<file path="src/rtl/alu_op_sequencer_if.sv">
// Bus between the operation sequencer and the external combinational ALU.
// The sequencer drives operands, selector and carry-in; the ALU returns result and flags.
interface alu_op_sequencer_if #(
    parameter int N = 4
);
    logic [N-1:0] alu_a;
    logic [N-1:0] alu_b;
    logic [3:0]   alu_sel;
    logic         alu_cin;
    logic [N-1:0] alu_result;
    logic [3:0]   alu_flags;

    modport master (
        output alu_a, alu_b, alu_sel, alu_cin,
        input  alu_result, alu_flags
    );

    modport slave (
        input  alu_a, alu_b, alu_sel, alu_cin,
        output alu_result, alu_flags
    );
endinterface

</file>
<file path="src/rtl/alu_op_sequencer.sv">
// Key-stepped controller: latches A, B, opcode/carry-in, lets the external ALU settle,
// then captures result and flags for the display stage.
module alu_op_sequencer #(
    parameter int N          = 4,
    parameter int SETTLE_CYC = 2,
    parameter int CNT_W      = 8
) (
    input  logic                clk,
    input  logic                rst,
    alu_op_sequencer_if.master  alu,
    input  logic [N-1:0]        sw,
    input  logic [3:0]          op_sw,
    input  logic                cin_sw,
    input  logic                enter_n,
    output logic [N-1:0]        res_q,
    output logic [3:0]          flags_q,
    output logic [2:0]          state_q,
    output logic                done,
    output logic                op_err,
    output logic [CNT_W-1:0]    exec_cnt
);

    localparam int SET_W = (SETTLE_CYC > 1) ? $clog2(SETTLE_CYC) : 1;

    typedef enum logic [2:0] {
        S_A    = 3'd0,
        S_B    = 3'd1,
        S_OP   = 3'd2,
        S_EXEC = 3'd3,
        S_SHOW = 3'd4
    } state_t;

    state_t             r_state;
    logic               r_key_s1;
    logic               r_key_s2;
    logic               r_key_prev;
    logic [N-1:0]       r_a;
    logic [N-1:0]       r_b;
    logic [3:0]         r_op_q;
    logic               r_cin;
    logic [N-1:0]       r_res;
    logic [3:0]         r_flags;
    logic               r_done;
    logic               r_op_err;
    logic [CNT_W-1:0]   r_exec_cnt;
    logic [SET_W-1:0]   r_settle;
    logic               w_press;

    // Synchronized key falling edge: one pulse per press, no repeat while held.
    assign w_press = r_key_prev & ~r_key_s2;

    // NOTE: all state uses non-blocking assignments so every flop samples pre-edge values.
    always_ff @(posedge clk) begin
        if (rst) begin
            r_key_s1   <= 1'b1;
            r_key_s2   <= 1'b1;
            r_key_prev <= 1'b1;
        end else begin
            r_key_s1   <= enter_n;
            r_key_s2   <= r_key_s1;
            r_key_prev <= r_key_s2;
        end
    end

    // NOTE: reset is checked first so it overrides any capture or press in the same cycle.
    always_ff @(posedge clk) begin
        if (rst) begin
            r_state    <= S_A;
            r_a        <= '0;
            r_b        <= '0;
            r_op_q     <= '0;
            r_cin      <= 1'b0;
            r_res      <= '0;
            r_flags    <= '0;
            r_done     <= 1'b0;
            r_op_err   <= 1'b0;
            r_exec_cnt <= '0;
            r_settle   <= '0;
        end else begin
            case (r_state)
                S_A: begin
                    if (w_press) begin
                        r_a     <= sw;
                        r_state <= S_B;
                    end
                end
                S_B: begin
                    if (w_press) begin
                        r_b     <= sw;
                        r_state <= S_OP;
                    end
                end
                S_OP: begin
                    if (w_press) begin
                        r_op_q   <= op_sw;
                        r_cin    <= cin_sw;
                        r_settle <= '0;
                        r_state  <= S_EXEC;
                    end
                end
                S_EXEC: begin
                    r_settle <= r_settle + SET_W'(1);
                    if (r_settle == SET_W'(SETTLE_CYC - 1)) begin
                        r_res      <= alu.alu_result;
                        r_flags    <= alu.alu_flags;
                        r_op_err   <= (r_op_q > 4'd9);
                        r_exec_cnt <= r_exec_cnt + CNT_W'(1);
                        r_done     <= 1'b1;
                        r_state    <= S_SHOW;
                    end
                end
                S_SHOW: begin
                    if (w_press) begin
                        r_done  <= 1'b0;
                        r_state <= S_A;
                    end
                end
                default: begin
                    r_done  <= 1'b0;
                    r_state <= S_A;
                end
            endcase
        end
    end

    // The ALU decodes an inverted selector.
    assign alu.alu_a   = r_a;
    assign alu.alu_b   = r_b;
    assign alu.alu_sel = ~r_op_q;
    assign alu.alu_cin = r_cin;

    assign res_q    = r_res;
    assign flags_q  = r_flags;
    assign state_q  = r_state;
    assign done     = r_done;
    assign op_err   = r_op_err;
    assign exec_cnt = r_exec_cnt;

endmodule

</file>
<file path="src/flat_wrapper.sv">
// flat-port wrapper written by rule: the top's interface ports become plain ports
module alu_op_sequencer_flat 
#(
    parameter int N          = 4,
    parameter int SETTLE_CYC = 2,
    parameter int CNT_W      = 8
)
  (clk, rst, sw, op_sw, cin_sw, enter_n, res_q, flags_q, state_q, done, op_err, exec_cnt, alu_alu_a, alu_alu_b, alu_alu_sel, alu_alu_cin, alu_alu_result, alu_alu_flags);
  alu_op_sequencer_if #(.N(N)) alu_i ();
  input  logic clk;
  input  logic rst;
  input  logic [N-1:0] sw;
  input  logic [3:0] op_sw;
  input  logic cin_sw;
  input  logic enter_n;
  output logic [N-1:0] res_q;
  output logic [3:0] flags_q;
  output logic [2:0] state_q;
  output logic done;
  output logic op_err;
  output logic [CNT_W-1:0] exec_cnt;
  output wire logic [$bits(alu_i.alu_a)-1:0] alu_alu_a;
  output wire logic [$bits(alu_i.alu_b)-1:0] alu_alu_b;
  output wire logic [$bits(alu_i.alu_sel)-1:0] alu_alu_sel;
  output wire logic [$bits(alu_i.alu_cin)-1:0] alu_alu_cin;
  input wire logic [$bits(alu_i.alu_result)-1:0] alu_alu_result;
  input wire logic [$bits(alu_i.alu_flags)-1:0] alu_alu_flags;
  assign alu_alu_a = alu_i.alu_a;
  assign alu_alu_b = alu_i.alu_b;
  assign alu_alu_sel = alu_i.alu_sel;
  assign alu_alu_cin = alu_i.alu_cin;
  assign alu_i.alu_result = alu_alu_result;
  assign alu_i.alu_flags = alu_alu_flags;
  alu_op_sequencer #(.N(N), .SETTLE_CYC(SETTLE_CYC), .CNT_W(CNT_W)) u_core (.clk(clk), .rst(rst), .alu(alu_i), .sw(sw), .op_sw(op_sw), .cin_sw(cin_sw), .enter_n(enter_n), .res_q(res_q), .flags_q(flags_q), .state_q(state_q), .done(done), .op_err(op_err), .exec_cnt(exec_cnt));
endmodule
</file>
<file path="config.mk">
export PLATFORM = sky130hd
export DESIGN_NAME = alu_op_sequencer_flat
export DESIGN_NICKNAME = d
export VERILOG_FILES = /design/src/rtl/alu_op_sequencer_if.sv /design/src/rtl/alu_op_sequencer.sv /design/src/flat_wrapper.sv
export SDC_FILE = /design/constraint.sdc
export NUM_CORES = 1
export LEC_CHECK = 0
export BUFFER_PORTS_ARGS = -buffer_cell sky130_fd_sc_hd__buf_2
export CAP_MARGIN = 20
export CORE_ASPECT_RATIO = 0.75
export CORE_MARGIN = 1.5
export CORE_UTILIZATION = 52
export CTS_CLUSTER_SIZE = 24
export DETAILED_ROUTE_END_ITERATION = 16
export PLACE_DENSITY = 0.83
export SYNTH_ARGS = -nofsm -noshare
export SYNTH_HDL_FRONTEND = slang
export SYNTH_SLANG_ARGS = --single-unit
</file>
<file path="constraint.sdc">
create_clock -name clk -period 2.5 [get_ports clk]
set_clock_uncertainty 0.2 [all_clocks]
set_input_delay 0.375 -clock clk [delete_from_list [all_inputs] [get_ports clk]]
set_output_delay 0.375 -clock clk [all_outputs]
set_load 0.03 [all_outputs]
</file>
### Word level (Yosys, flattened, before mapping)

Index checks and enable logic that the tools add are counted.

| word-level totals | value |
|---|---|
| flip-flop bits (word level) | 38 |
| input bits | 20 |
| output and inout bits | 34 |
| word-level logic and storage cells | 50 |

| operators by class | value |
|---|---|
| add/sub/neg operators | 2 |
| order comparisons | 1 |
| eq/ne operators | 9 |
| mux-type cells | 10 |
| bitwise logic cells | 4 |
| reduce and logical (&&, ||, !) cells | 10 |

Operators by type and width:

| operator | number |
|---|---|
| $mux 3 | 5 |
| $pmux 3 s5 | 1 |
| $ne 2x1->1 const B | 5 |
| $reduce_and 2->1 | 5 |
| $add 8x1->8 const B | 1 |
| $eq 3x2->1 const B | 2 |
| $reduce_and 5->1 | 1 |
| $gt 4x4->1 const B | 1 |
| $not 4->4 | 1 |
| $eq 3x1->1 const B | 1 |
| $eq 3x3->1 const B | 1 |
| $logic_not 3->1 | 1 |
| $pmux 1 s3 | 1 |
| $reduce_and 3->1 | 1 |
| $reduce_or 3->1 | 1 |
| $mux 1 | 2 |
| $not 1->1 | 2 |
| $pmux 1 s2 | 1 |
| $reduce_bool 2->1 | 1 |
| $add 1x1->1 const B | 1 |
| $and 1x1->1 | 1 |

### Logic depth before layout (Yosys ltp)

| logic depth | value |
|---|---|
| word-level depth | 4 |
| gate-level depth with buffers | 6 |

### Least setup slack after synthesis

Ideal clock, no wire load.

| path | value |
|---|---|
| path kind | reg-to-reg |
| start point | reg u_core.r_state[2] (netlist: u_core.state_q[2]) |
| end point | reg u_core.r_b[0] (netlist: u_core.alu.alu_b[0]) |
| data arrival time | 1.435 ns |
| slack | 0.733 ns |
| stages on the path, launching flop included | 6 |
| buffers on the path | 2 |
| clock period less this slack | 1.767 ns |
| path through | dfxtp_1 buf_6 or3b_2 clkbuf_2 o21ai_0 a21oi_1 |

| between the ends | value |
|---|---|
| word-level cells in the longest chain between the ends | 2 |

RTL lines:

| item | RTL line | text |
|---|---|---|
| start: declaration | alu_op_sequencer.sv:33 | `state_t r_state;` |
| start signal: assignment | alu_op_sequencer.sv:68 | `r_state <= S_A;` |
| start signal: assignment | alu_op_sequencer.sv:84 | `r_state <= S_B;` |
| start signal: assignment | alu_op_sequencer.sv:90 | `r_state <= S_OP;` |
| $eq 3x1->1 | alu_op_sequencer.sv:80 | `case (r_state)` |
| $reduce_and 2->1 (no line) | n/a |  |
| end signal: assignment | alu_op_sequencer.sv:89 | `r_b <= sw;` |
| end: declaration | alu_op_sequencer.sv:38 | `logic [N-1:0] r_b;` |

No other way between the ends.
A chain may end at the register's enable or synchronous reset.

### Worst setup path in the final report

| path | value |
|---|---|
| start point | reg u_core.r_state[0] (netlist: u_core.state_q[0]) |
| end point | reg u_core.r_exec_cnt[7] (netlist: u_core.exec_cnt[7]) |

| between the ends | value |
|---|---|
| word-level cells in the longest chain between the ends | 2 |

RTL lines:

| item | RTL line | text |
|---|---|---|
| $eq 3x2->1 | alu_op_sequencer.sv:80 |  |
| $reduce_and 2->1 (no line) | n/a |  |
| end signal: assignment | alu_op_sequencer.sv:107 | `r_exec_cnt <= r_exec_cnt + CNT_W'(1);` |
| end: declaration | alu_op_sequencer.sv:45 | `logic [CNT_W-1:0] r_exec_cnt;` |

No other way between the ends.

==> run metrics <==
routed wire length per instance about 12 µm; Post-Synth XOR/XNOR Area 0.00567; routing usage on met3 0.0628; simple-gate share of the synthesized area 0.240; post-cts sizing count 0; largest net degree at the start of global routing 41; max cap viols 0; die area roughly 0.0033 mm²; DR iter-0 viols 102; Gate power share 0.055; mux cell area share after synthesis 0.0146; most common cell after layout, fill and taps aside buf_2; maximum vdd drop 0.000344 V; Sw Ratio 0.219; Die Ht between 50 and 60 µm; Vias/cell 5.38; YS warnings 0; hpwl dp ~2300 µm; multi-input logic area approximately 700 µm²; CTS tree yes; total track usage 0.213; Sequential Power Share 0.569; Slew headroom 0.553; critical path arrival approximately 1.9 ns; CP startpoint kind flip-flop; Mapped Cells ~180; CTS H-tree lvls 2; Synth Area per Inst around 8.5 µm²; NetSw between 0.0002 and 0.00025 W; Final min period between 1.5 and 2 ns; Clock Pin Slew Worst Setup and Hold Paths ~0.07 ns; DRC violations left 0; io pins 54; CP Max Fanout 19; Rows 16; synth top area cells dfxtp_1 49%, a21oi_1 9.4%, nand2_1 5.6%; placeable core area around 0.0027 mm²; initial antenna violation count 0; total grt overflow 0; clk buf depth 2; Initial Util 0.567; GPL Wtd Cong a little under 0.8; max-slew violations 0; RSZ-0062 raised after global routing false; Syn Std Cell Area ~0.0015 mm²; Synth Register Bits 38; commonest cells after routing, fill and taps aside 53 x buf_2, 38 x dfxtp_1, 29 x a21oi_1; vias in the first global route 1240; P_int 0.000846 W; filler instances 231; DR vias 1436; layout cells sized above 1 0.303; Hold Path Class input port to flip-flop; Layout Utilization 0.696; # setup viols final 0; clock latency on the worst-skew pair ~0.28 ns; Post-synth EDFFs 0; Setup CP Type flip-flop to flip-flop; Worst-Margin Slew about 0.67 ns; met1 Use GR 0.279; Power Dens Cells between 500 and 600 mW/mm²; post-synthesis sequential area ratio 0.493; DR pass1 iterations 4; sequential cell area approximately 760 µm²; clk sink count 38; cts hold-fix bufs 0; Yosys cell types 32; antenna fix cells 0; Yosys top cell by area dfxtp_1; global-route wire length before repair between 5000 and 6000 µm; Detailed Route WL between 3000 and 4000 µm; clock power share 0.376; Root Driver clkbuf_8; setup TNS 0 ns; most used routing layer met2; Syn-to-layout area delta 22.7%; worst path required time approximately 2.5 ns; Die Wd around 66 µm; depth of the most critical reg-to-reg path 3; largest family of logic cells by synthesized area simple AND/OR/NAND/NOR gates; ys async rst share 0; worst hold path depth 2; grt met2 use 0.323; Mapped Nets 203; Most used DFF post-synth dfxtp_1; postcts setup bufs 0; final hold vios 0; Port-buffer cells 53; Synth Area in Adders 0.00810; Antenna Nets Post-Route 0; FMAX 514 MHz; top-area cell type share of the netlist area 0.493; P_leak 0.802 nW; CTS Buf Count 5; Tcrit/Tclk final 0.779; crit path capture type flip-flop; status finished clean; compound-gate portion of the synthesized area 0.185; fin nets 253
## logic make-up (layout without fill, tap and decap cells)
| logic type | Yosys count | after routing |
|---|---|---|
| DFF | 38 | 38 |
| AOI/OAI and AO/OA | 52 | 52 |
| muxes | 2 | 2 |
| adders and majority gates | 1 | 1 |
| xor gates and xnor gates | 1 | 1 |
| and+or+nand+nor | 69 | 69 |
| buffers and inverters | 19 | 68 |
## per-layer routing
layer	up-vias	wire length [µm]	share of wire
li1	732	-	-
met1	654	1530	0.47
met2	43	1460	0.45
met3	7	202	0.062
met4	0	57	0.018
met5	-	0	0
## final cells by class
| cell class | count | area share |
|---|---|---|
| Clock buffer | 6 | 0.0436 |
| Inverter | 7 | 0.0139 |
| Multi-Input combinational cell | 125 | 0.369 |
| Sequential cell | 38 | 0.402 |
| Tap cell | 36 | 0.0238 |
| Timing Repair Buffer | 55 | 0.148 |
## registers in the layout, summed over array words and instances, names as in the netlist, 3 cells and up
signal,flops
u_core.exec_cnt,8
u_core.alu.alu_a,4
u_core.alu.alu_b,4
u_core.flags_q,4
u_core.r_op_q,4
u_core.res_q,4
u_core.state_q,3
## power groups by stage
stage | sequential (W) | combinational [W] | clock [W]
final | 0.000616 | 0.0000594 | 0.000408
after global routing | 0.000617 | 0.0000659 | 0.000443
after CTS | 0.000616 | 0.0000594 | 0.000415
after detailed placement | 0.000630 | 0.0000591 | 0
after global placement | 0.000630 | 0.0000591 | 0
after floorplan | 0.000635 | 0.0000295 | 0
## path summary, 6_finish.rpt
kind	slack, ns	endpoint	start
worst max-delay path	0.55	u_core.exec_cnt[7]	u_core.state_q[0]
worst min-delay path	0.07	u_core.r_key_s1	enter_n
worst max register to register	0.55	u_core.exec_cnt[7]	u_core.state_q[0]
worst min register to register	0.22	u_core.r_key_s2	u_core.r_key_s1
## cell usage after synthesis, types with 2 or more instances
library cell  count
dfxtp_1          38
a21oi_1          29
nand2_1          23
nand3_1          16
o21ai_0          14
inv_1             7
clkbuf_1          6
nor2_1            5
or2_2             5
nand2b_1          4
nor2b_1           4
o31ai_1           3
or4_1             3
a211oi_1          2
buf_2             2
clkbuf_2          2
mux2_2            2
nand4_1           2
o211ai_1          2
## worst max-delay path, cell delays in order, from the launching register on
cell and delay [ns]:
dfxtp_1 0.58, nand4b_4 0.32, nor4_1 0.37, mux2_2 0.37
## through the flow
step / worst slack (ns) / area, µm² / hold WS [ns] / std cells / power (W)
finish: 0.553 / 1890 / 0.0681 / 267 / 0.00108
CTS: 0.558 / 1890 / 0.0611 / 267 / 0.00109
detailed placement: 0.568 / 1810 / 0.203 / 261 / 0.000689
floorplan: 0.733 / 1540 / 0.189 / 182 / 0.000664
global placement: 0.627 / 1810 / 0.191 / 261 / 0.000689
global route: 0.384 / 1890 / 0.0618 / 267 / 0.00113
(Power assumes the default switching activity.)
